**config.mk**
```make
export PLATFORM = sky130hd
export DESIGN_NAME = cam_capture_ctrl
export DESIGN_NICKNAME = d
export VERILOG_FILES = /design/src/rtl/cam_pkg.sv /design/src/rtl/cam_byte_pack.sv /design/src/rtl/cam_capture_ctrl.sv
export SDC_FILE = /design/constraint.sdc
export NUM_CORES = 1
export LEC_CHECK = 0
export CORE_AREA = 5 5 104 106
export CTS_CLUSTER_SIZE = 25
export DETAILED_ROUTE_END_ITERATION = 6
export DIE_AREA = 0 0 109 111
export SYNTH_ARGS = -nofsm -noshare
export SYNTH_HDL_FRONTEND = slang
export SYNTH_SLANG_ARGS = --single-unit
export TNS_END_PERCENT = 20
```
**constraint.sdc**
```tcl
create_clock -name cmos_pclk -period 1.94 [get_ports cmos_pclk]
set_input_delay 0.388 -clock cmos_pclk [delete_from_list [all_inputs] [get_ports cmos_pclk]]
set_output_delay 0.388 -clock cmos_pclk [all_outputs]
set_load 0.03 [all_outputs]
```
**src/rtl/cam_pkg.sv**
```systemverilog
// cam_pkg: shared types and constants for the camera capture controller.
package cam_pkg;

  typedef enum logic [2:0] {
    IDLE,
    WAIT_VS_HI,
    WAIT_VS_LO,
    WAIT_HREF,
    LINE,
    FRAME_END
  } cam_state_t;

  localparam int unsigned CAM_HOR_NUM_DEF = 800;
  localparam int unsigned CAM_VER_NUM_DEF = 480;
  localparam int unsigned PIX_CNT_W       = 11;
  localparam int unsigned LINE_CNT_W      = 10;
  localparam int unsigned BYTE_W          = 8;
  localparam int unsigned PIX_W           = 16;

endpackage

```
**src/rtl/cam_byte_pack.sv**
```systemverilog
// cam_byte_pack: tracks the high/low byte phase of the camera bus and
// assembles 16-bit pixels, strobing when the low byte arrives.
// CAM_LINE_CHECK_EN exposes the pending-odd-byte flag for line checking.
module cam_byte_pack
  import cam_pkg::*;
(
  input  logic              i_clk,
  input  logic              i_rst_n,
  input  logic              i_en,
  input  logic              i_clr,
  input  logic [BYTE_W-1:0] i_data,
  output logic              o_pix_stb,
  output logic [PIX_W-1:0]  o_pix_data
`ifdef CAM_LINE_CHECK_EN
  ,
  output logic              o_odd
`endif
);

  logic              r_phase_lo;
  logic [BYTE_W-1:0] r_hi;

  // Byte phase and high-byte capture; clear returns to expecting a high byte
  always_ff @(posedge i_clk) begin
    if (!i_rst_n) begin
      r_phase_lo <= 1'b0;
      r_hi       <= '0;
    end else if (i_clr) begin
      r_phase_lo <= 1'b0;
    end else if (i_en) begin
      if (!r_phase_lo) r_hi <= i_data;
      r_phase_lo <= ~r_phase_lo;
    end
  end

  // Pixel completes combinationally with the low byte; the top registers it
  always_comb begin
    o_pix_stb  = i_en & ~i_clr & r_phase_lo;
    o_pix_data = {r_hi, i_data};
  end

`ifdef CAM_LINE_CHECK_EN
  assign o_odd = r_phase_lo;
`endif

endmodule

```
**src/rtl/cam_capture_ctrl.sv**
```systemverilog
// cam_capture_ctrl: frame-synchronous camera capture into a single
// RGB565 holding register with sticky overflow/line errors.
// Optional macro CAM_LINE_CHECK_EN adds line-length and odd-byte checks.
module cam_capture_ctrl
  import cam_pkg::*;
#(
  parameter int HOR_NUM = CAM_HOR_NUM_DEF,
  parameter int VER_NUM = CAM_VER_NUM_DEF
) (
  input  logic              cmos_pclk,
  input  logic              rst_n,
  input  logic [BYTE_W-1:0] cmos_data,
  input  logic              cmos_href,
  input  logic              cmos_vsyn,
  input  logic              cap_start,
  input  logic              cap_cont,
  input  logic              cap_stop,
  input  logic              err_clr,
  output logic [PIX_W-1:0]  pix_data,
  output logic              pix_valid,
  input  logic              pix_ready,
  output logic              pix_sof,
  output logic              pix_eol,
  output logic              busy,
  output logic              frame_done,
  output logic [15:0]       frame_cnt,
  output logic              err_ovf,
  output logic              err_line
);

  localparam logic [PIX_CNT_W-1:0]  LP_PIX_LAST  = PIX_CNT_W'(HOR_NUM - 1);
  localparam logic [PIX_CNT_W-1:0]  LP_PIX_NUM   = PIX_CNT_W'(HOR_NUM);
  localparam logic [LINE_CNT_W-1:0] LP_LINE_LAST = LINE_CNT_W'(VER_NUM - 1);

  cam_state_t            r_state, w_next;
  logic [PIX_CNT_W-1:0]  r_pix_cnt;
  logic [LINE_CNT_W-1:0] r_line_cnt;
  logic [PIX_W-1:0]      r_pix_data;
  logic                  r_pix_valid, r_pix_sof, r_pix_eol;
  logic [15:0]           r_frame_cnt;
  logic                  r_err_ovf, r_err_line;

  logic                  w_cap_en, w_clr, w_pix_stb, w_pix_ok, w_xfer;
  logic                  w_abort, w_href_fall, w_enter_vs_lo, w_line_err;
  logic [PIX_W-1:0]      w_pix_word;

  assign w_cap_en      = (r_state == WAIT_HREF || r_state == LINE) && cmos_href && !cmos_vsyn;
  assign w_clr         = cap_stop | ~w_cap_en;
  assign w_abort       = !cap_stop && (r_state == WAIT_HREF || r_state == LINE) && cmos_vsyn;
  assign w_href_fall   = !cap_stop && (r_state == LINE) && !cmos_href && !cmos_vsyn;
  assign w_enter_vs_lo = (w_next == WAIT_VS_LO) && (r_state != WAIT_VS_LO);
  assign w_pix_ok      = w_pix_stb && (r_pix_cnt <= LP_PIX_LAST);
  assign w_xfer        = r_pix_valid & pix_ready;

`ifdef CAM_LINE_CHECK_EN
  logic w_odd;
`endif

  cam_byte_pack u_pack (
    .i_clk      (cmos_pclk),
    .i_rst_n    (rst_n),
    .i_en       (w_cap_en),
    .i_clr      (w_clr),
    .i_data     (cmos_data),
    .o_pix_stb  (w_pix_stb),
    .o_pix_data (w_pix_word)
`ifdef CAM_LINE_CHECK_EN
    ,
    .o_odd      (w_odd)
`endif
  );

  // State register
  always_ff @(posedge cmos_pclk) begin
    if (!rst_n) r_state <= IDLE;
    else        r_state <= w_next;
  end

  // Next-state logic; cap_stop overrides everything, vsync aborts an active frame
  always_comb begin
    w_next = r_state;
    if (cap_stop) begin
      w_next = IDLE;
    end else begin
      case (r_state)
        IDLE:       if (cap_start)  w_next = WAIT_VS_HI;
        WAIT_VS_HI: if (cmos_vsyn)  w_next = WAIT_VS_LO;
        WAIT_VS_LO: if (!cmos_vsyn) w_next = WAIT_HREF;
        WAIT_HREF: begin
          if (cmos_vsyn)      w_next = WAIT_VS_LO;
          else if (cmos_href) w_next = LINE;
        end
        LINE: begin
          if (cmos_vsyn)       w_next = WAIT_VS_LO;
          else if (!cmos_href) w_next = (r_line_cnt == LP_LINE_LAST) ? FRAME_END : WAIT_HREF;
        end
        FRAME_END:  w_next = cap_cont ? WAIT_VS_HI : IDLE;
        default:    w_next = IDLE;
      endcase
    end
  end

  // State-decoded outputs
  always_comb begin
    busy       = (r_state != IDLE);
    frame_done = (r_state == FRAME_END);
  end

  // Pixel and line counters; pixel counter saturates so overlong lines stay detectable
  always_ff @(posedge cmos_pclk) begin
    if (!rst_n || cap_stop) begin
      r_pix_cnt  <= '0;
      r_line_cnt <= '0;
    end else if (w_enter_vs_lo) begin
      r_pix_cnt  <= '0;
      r_line_cnt <= '0;
    end else if (w_href_fall) begin
      r_pix_cnt  <= '0;
      r_line_cnt <= (r_line_cnt == LP_LINE_LAST) ? '0 : r_line_cnt + 1'b1;
    end else if (w_pix_stb && r_pix_cnt != '1) begin
      r_pix_cnt  <= r_pix_cnt + 1'b1;
    end
  end

  // Single holding register: reload when empty or draining this cycle, else drop
  always_ff @(posedge cmos_pclk) begin
    if (!rst_n) begin
      r_pix_data  <= '0;
      r_pix_valid <= 1'b0;
      r_pix_sof   <= 1'b0;
      r_pix_eol   <= 1'b0;
    end else if (cap_stop) begin
      r_pix_valid <= 1'b0;
      r_pix_sof   <= 1'b0;
      r_pix_eol   <= 1'b0;
    end else if (w_pix_ok && (!r_pix_valid || w_xfer)) begin
      r_pix_data  <= w_pix_word;
      r_pix_valid <= 1'b1;
      r_pix_sof   <= (r_pix_cnt == '0) && (r_line_cnt == '0);
      r_pix_eol   <= (r_pix_cnt == LP_PIX_LAST);
    end else if (w_xfer) begin
      r_pix_valid <= 1'b0;
      r_pix_sof   <= 1'b0;
      r_pix_eol   <= 1'b0;
    end
  end

  // Line error sources; length/odd-byte checks only in the checking build
  always_comb begin
    w_line_err = w_abort;
`ifdef CAM_LINE_CHECK_EN
    if (w_href_fall && (r_pix_cnt != LP_PIX_NUM || w_odd)) w_line_err = 1'b1;
`endif
  end

  // Sticky errors (new error beats clear) and completed-frame counter
  always_ff @(posedge cmos_pclk) begin
    if (!rst_n) begin
      r_err_ovf   <= 1'b0;
      r_err_line  <= 1'b0;
      r_frame_cnt <= '0;
    end else begin
      r_err_ovf  <= (r_err_ovf  & ~err_clr) | (w_pix_ok && r_pix_valid && !pix_ready);
      r_err_line <= (r_err_line & ~err_clr) | w_line_err;
      if (r_state == FRAME_END) r_frame_cnt <= r_frame_cnt + 1'b1;
    end
  end

  assign pix_data  = r_pix_data;
  assign pix_valid = r_pix_valid;
  assign pix_sof   = r_pix_sof;
  assign pix_eol   = r_pix_eol;
  assign frame_cnt = r_frame_cnt;
  assign err_ovf   = r_err_ovf;
  assign err_line  = r_err_line;

endmodule

```
Word level (Yosys, flattened, before mapping) --
Cells that the tools add are included.
Storage, ports and cells: flip-flop bits (word level) 70, latch bits 0, RAM bits 0, bits in read-only memories 0, output and inout port bits 39, logic and storage cells 90, memories 0
Cells by class: add/sub/neg operators 3, $mul 0, div/mod/pow operators 0, $lt $le $gt $ge 1, equality and inequality tests 10, shift operators 0, muxes and demuxes 16, bitwise logic cells 14, reductions and logical operators 34
Operators with widths (number):
- 3-bit two-way mux | 9
- 3-bit one-hot mux with 6 select lines | 1
- 16-bit by 1-bit adder with 16-bit output, second input constant | 1
- 1-bit logical AND | 14
- 11-bit by 1-bit adder with 11-bit output, second input constant | 1
- 11-bit by 10-bit equality test with 1-bit output, second input constant | 1
- 11-bit by 10-bit <= comparator with 1-bit output, second input constant | 1
- 11-bit zero test | 1
- 11-bit != test, second input constant | 1
- 10-bit by 1-bit adder with 10-bit output, second input constant | 1
- 10-bit by 9-bit equality test with 1-bit output, second input constant | 1
- 10-bit zero test | 1
- 10-bit two-way mux | 1
- 3-bit by 2-bit equality test with 1-bit output, second input constant | 3
- 3-bit equality test, second input constant | 2
- 1-bit zero test | 6
- 1-bit inverter | 6
- 2-bit OR reduction | 3
- 1-bit bitwise AND | 5
- 1-bit two-way mux | 5
- 3-bit by 1-bit equality test with 1-bit output, second input constant | 1
- 3-bit zero test | 1
- 1-bit logical OR | 3
- 3-bit by 2-bit != test with 1-bit output, second input constant | 1
- other kinds (6) | 8

Longest topological paths before layout --
word-level depth 13, mapped depth 8, depth with buffers taken out 6

Hierarchy --
A second synthesis with hierarchy kept.
Unflattened totals: cell total of the unflattened synthesis 405, area total of the unflattened synthesis 3337.0 um^2
Modules (own cells, without submodules):
- cam_capture_ctrl | times used 1, cells an instance 357, area an instance 2891.5 um^2, sequential area each 1221.2 um^2
- cam_byte_pack | times used 1, cells an instance 48, area an instance 445.4 um^2, sequential area each 180.2 um^2

Worst setup path after synthesis --
Ideal clock, no wire load.
path kind reg-to-reg, start point register r_state[0], end point register r_frame_cnt[12], in the netlist frame_cnt[12], setup time 0.115 ns, data arrival time 1.673 ns, data required time 1.825 ns, setup slack 0.152 ns, stages on the path, launching flop included 9, period minus slack after synthesis 1.788 ns, cell sequence dfxtp_1 buf_2 nand3b_4 inv_1 and3_1 clkbuf_1 nand3_1 xnor2_1 and2_1
On the way: cells in the longest elaborated chain, start to end 1
Ends and longest elaborated chain:
- from (decl) | line cam_capture_ctrl.sv:35 | cam_state_t r_state, w_next;
- from (signal assigned) | line cam_capture_ctrl.sv:76 | else r_state <= w_next;
- 3-bit equality test
- net frame_done | line cam_capture_ctrl.sv:25 | output logic frame_done,
- to (signal assigned) | line cam_capture_ctrl.sv:165 | if (r_state == FRAME_END) r_frame_cnt <= r_frame_cnt + 1'b1;
- to (decl) | line cam_capture_ctrl.sv:40 | logic [15:0] r_frame_cnt;
The timed path passes the listed nets, and every way through them passes these cells. A chain may end at the register's enable or synchronous reset.

Worst setup path in the final report --
start point input port cap_stop, end point register r_line_cnt[9]
On the way: cells in the longest elaborated chain, start to end 4
Ends and longest elaborated chain:
- from (decl) | line cam_capture_ctrl.sv:17 | input logic cap_stop,
- 3-bit two-way mux or 1-bit zero test (tied branches) | line cam_capture_ctrl.sv:82, cam_capture_ctrl.sv:50
- 3-bit by 2-bit equality test with 1-bit output or 1-bit logical AND (tied branches) | line cam_capture_ctrl.sv:51, cam_capture_ctrl.sv:50
- 1-bit logical AND (on tied branches) | line cam_capture_ctrl.sv:51, cam_capture_ctrl.sv:50
- 2-bit OR reduction (no line) or 1-bit logical AND (tied branches)
- to (signal assigned) | line cam_capture_ctrl.sv:119 | r_line_cnt <= (r_line_cnt == LP_LINE_LAST) ? '0 : r_line_cnt + 1'b1;
- to (decl) | line cam_capture_ctrl.sv:37 | logic [LINE_CNT_W-1:0] r_line_cnt;
Several ways; a longest one is shown, not always the timed one.

==> impl_metrics.yaml <==
global_routing:
  grt_pass1_vias: 2868
  overflow: 0
  grt_util_all_layers_pct: 13.89
  grt_antenna_before_repair: 0
  grt_pass1_wl_um: 13660
  grt_max_degree: 43
timing:
  fin_ws_ns: 0.03607
  skew_ns: 0.005991
  hold_viol_final: 0
  slew_headroom_pct: 62.62
  period_share_pct: 98.14
  finalSetupTns_ns: 0
  drv_slew: 0
  setup_viol: 0
  rsz0062_at_grt: "yes"
  max_freq_mhz: 525.2
  period_minus_slack_ns: 1.904
  worst_pin_slew_ns: 0.5608
setup_path:
  crit_fanout: 7
  reg2regPathDepth: 7
  critical_path_depth: 7
  cp_slowest_cell: "clkdlybuf4s50_1"
  crit_arrival_ns: 2.14
  crit_required_ns: 2.18
  critPathBufInv: 2
  cp-end-kind: "flip-flop"
  setup.worst_path.end: "r_line_cnt[9]"
  crit_chain: "clkdlybuf4s50_1 > buf_4 > nor4bb_1 > nand4_1 > nor2_1 > xnor2_1 > nor3_2"
  r2r-start: "r_state[2]"
  slowest_delay_ns: 0.48
  r2r-end: "r_line_cnt[6]"
  rrSetupSlack_ns: 0.09
  cp_top_family: "simple AND/OR/NAND/NOR gates"
  startpoint_type: "primary input"
  startpoint: "cap_stop"
  path_class: "primary input to flip-flop"
place:
  dpl_worst_slack_ns: -0.9178
  portBuffers: 55
  gp_congestion: 0.8314
  hpwlAfterDp_um: 5692
final_layout:
  drive_gt1_share_pct: 17.19
  multi_input_area_sq_um: 1858
  num_antenna_cells: 0
  nets: 465
  fillers: 939
  final_cell_mix: "dfxtp_1, clkdlybuf4s50_1, buf_4"
  area_growth_pct: 36.73
  final_common_cell: "dfxtp_1"
  regArea_sq_um: 1401
power:
  powerDensity_nw_per_um2: 611.4
  vdd.ir_drop.worst_mv: 0.3791
  finalPower_uw: 2774
  p_leak_uw: 0.001827
floorplan:
  initial_core_util_pct: 34.26
  die_h_um: 111
  coreArea_sq_um: 9684
  die_x_um: 109
  rows: 36
  dieArea_sq_um: 12100
  pin_count: 56
detailed_routing:
  num_vias: 2802
  wl_met2_um: 3872
  route.detailed.drc: 0
  wl_met3_um: 374
  ant_nets: 0
  top_layer_used: "met4"
  wire_per_inst_um: 13.63
  wl_um: 7921
  via_per_inst: 4.823
  drt-initial-drc-count: 78
  firstDrtPassIters: 4
  wl_met1_um: 3550
clock_tree:
  clk_latency_ns: 0.34
  clk_pin_slew_ns: 0.08
  ctsHtreeMaxLevel: 3
  cts_made_buffers: 9
  cts_tree: "built"
  cts.sinks: 70
  cts_buffer_depth: 2
  clockRootBuffer: "clkbuf_8"
yosys:
  synth_top_area_share_pct: 42.23
  synth_seq_cells: 70
  syn-num-nets: 373
  syn-mean-instance-area_sq_um: 9.454
  synth_ff_type: "dfxtp_1"
  async_flop_share_pct: 0
  yosysTopAreaCell: "dfxtp_1"
  netlist-cell-type-count: 50
  ys_warn_count: 0
  ys_seq_area_share_pct: 42.23
  synth_area_leaders: "dfxtp_1, mux2i_1, nor2b_1"
  syn_area_sq_um: 3318
  synth_cells: 351
  synth_edf_count: 0
run:
  maxCapViolCount: 0
worst_hold_path:
  hp-class: "flip-flop to flip-flop"
run_status:
  status: "finished clean"
[worst min path at each step]
stage	startpoint	end	slack, ns	depth (start not counted)
after floorplan	u_pack.r_hi[2]	pix_data[10]	0.48	2
after global placement	pix_eol	pix_eol	0.48	2
after detailed placement	pix_sof	pix_sof	0.49	2
after CTS	pix_sof	pix_sof	0.50	2
after global routing	pix_sof	pix_sof	0.52	2
final	pix_eol	pix_eol	0.49	2
[repair_timing]
| item | 4_1_cts | 5_1_grt |
|---|---|---|
| resized for setup | 8 | 11 |
| endpoints found under the hold margin | 0 | 0 |
| pin swaps | 9 | 2 |
| hold buffers | 0 | 0 |
| setup buffers | 2 | 3 |
| cloned | 1 | 0 |
| endpoints found under the setup margin | 33 | 34 |
[Yosys cell counts (2+ instances only)]
cell type	number
a21oi_1	5
a22oi_1	2
and2_1	15
and3_1	11
and4_1	3
buf_2	4
buf_4	4
clkbuf_1	7
dfxtp_1	70
ha_1	5
inv_1	11
mux2i_1	26
nand2_1	15
nand2b_1	4
nand3_1	20
nand4_1	10
nor2_1	12
nor2b_1	31
nor3_1	22
nor3_2	2
nor4_1	5
nor4bb_1	2
o2111ai_1	3
o211ai_1	2
o21a_1	2
o21ai_0	2
o21ai_1	2
or3_1	2
xnor2_1	11
xor2_1	21
[kinds of logic after synthesis]
| logic type | Yosys count | synth area share (%) |
|---|---|---|
| compound gates | 26 | 5.958 |
| xor+xnor | 32 | 8.446 |
| fa+ha+maj | 5 | 1.885 |
| buf+inv | 28 | 3.997 |
| flops | 70 | 42.23 |
| mux | 26 | 7.843 |
| simple gates | 164 | 29.64 |
[per-stage QoR]
stage	cells	instance area [sq um]	util, %	hold WS, ns
2_1_floorplan	351	3318	-	0.4819
3_3_place_gp	559	4234	43.72	0.4771
3_5_place_dp	559	4234	43.72	0.4851
4_1_cts	578	4488	46.34	0.4963
5_1_grt	581	4537	46.85	0.5247
6_report	581	4537	46.85	0.4870
[layer usage]
metal | GRT usage, % | up-vias
met5 | 0 | -
li1 | - | 1417
met1 | 17.34 | 1308
met3 | 3.727 | 10
met4 | 5.976 | 0
met2 | 22.24 | 67
[power breakdown]
group | switching [uW] | internal [uW] | total [uW]
Sequential | 0.731 | 1440 | 1440
Clock | 597 | 607 | 1200
Combinational | 66.9 | 66.3 | 133
[worst register-to-register path: cells and delay by family, from the launching register on]
family | cells | cell delay, ns
AO/OA/AOI/OAI | 1 | 0.43
buffers and inverters | 3 | 0.50
flip-flops | 1 | 0.31
AND/OR/NAND/NOR | 3 | 0.49
[registers in the layout, summed over array words and instances (netlist names)]
name,cells
r_line_cnt,10
err_line,1
pix_data,16
frame_cnt,16
u_pack.r_hi,8
u_pack.r_phase_lo,1
pix_valid,1
pix_sof,1
r_state,3
r_pix_cnt,11
pix_eol,1
err_ovf,1
[cell type report]
class                   count  area share [%]
clock buffers               9           2.730
inverters                  11          0.9101
repair buffers             97           19.11
clock inverters             7           1.737
multi-input cells         254           40.95
well taps                 133           3.668
flip-flops and latches     70           30.89
Note: power is estimated with default switching activity, not from simulation.
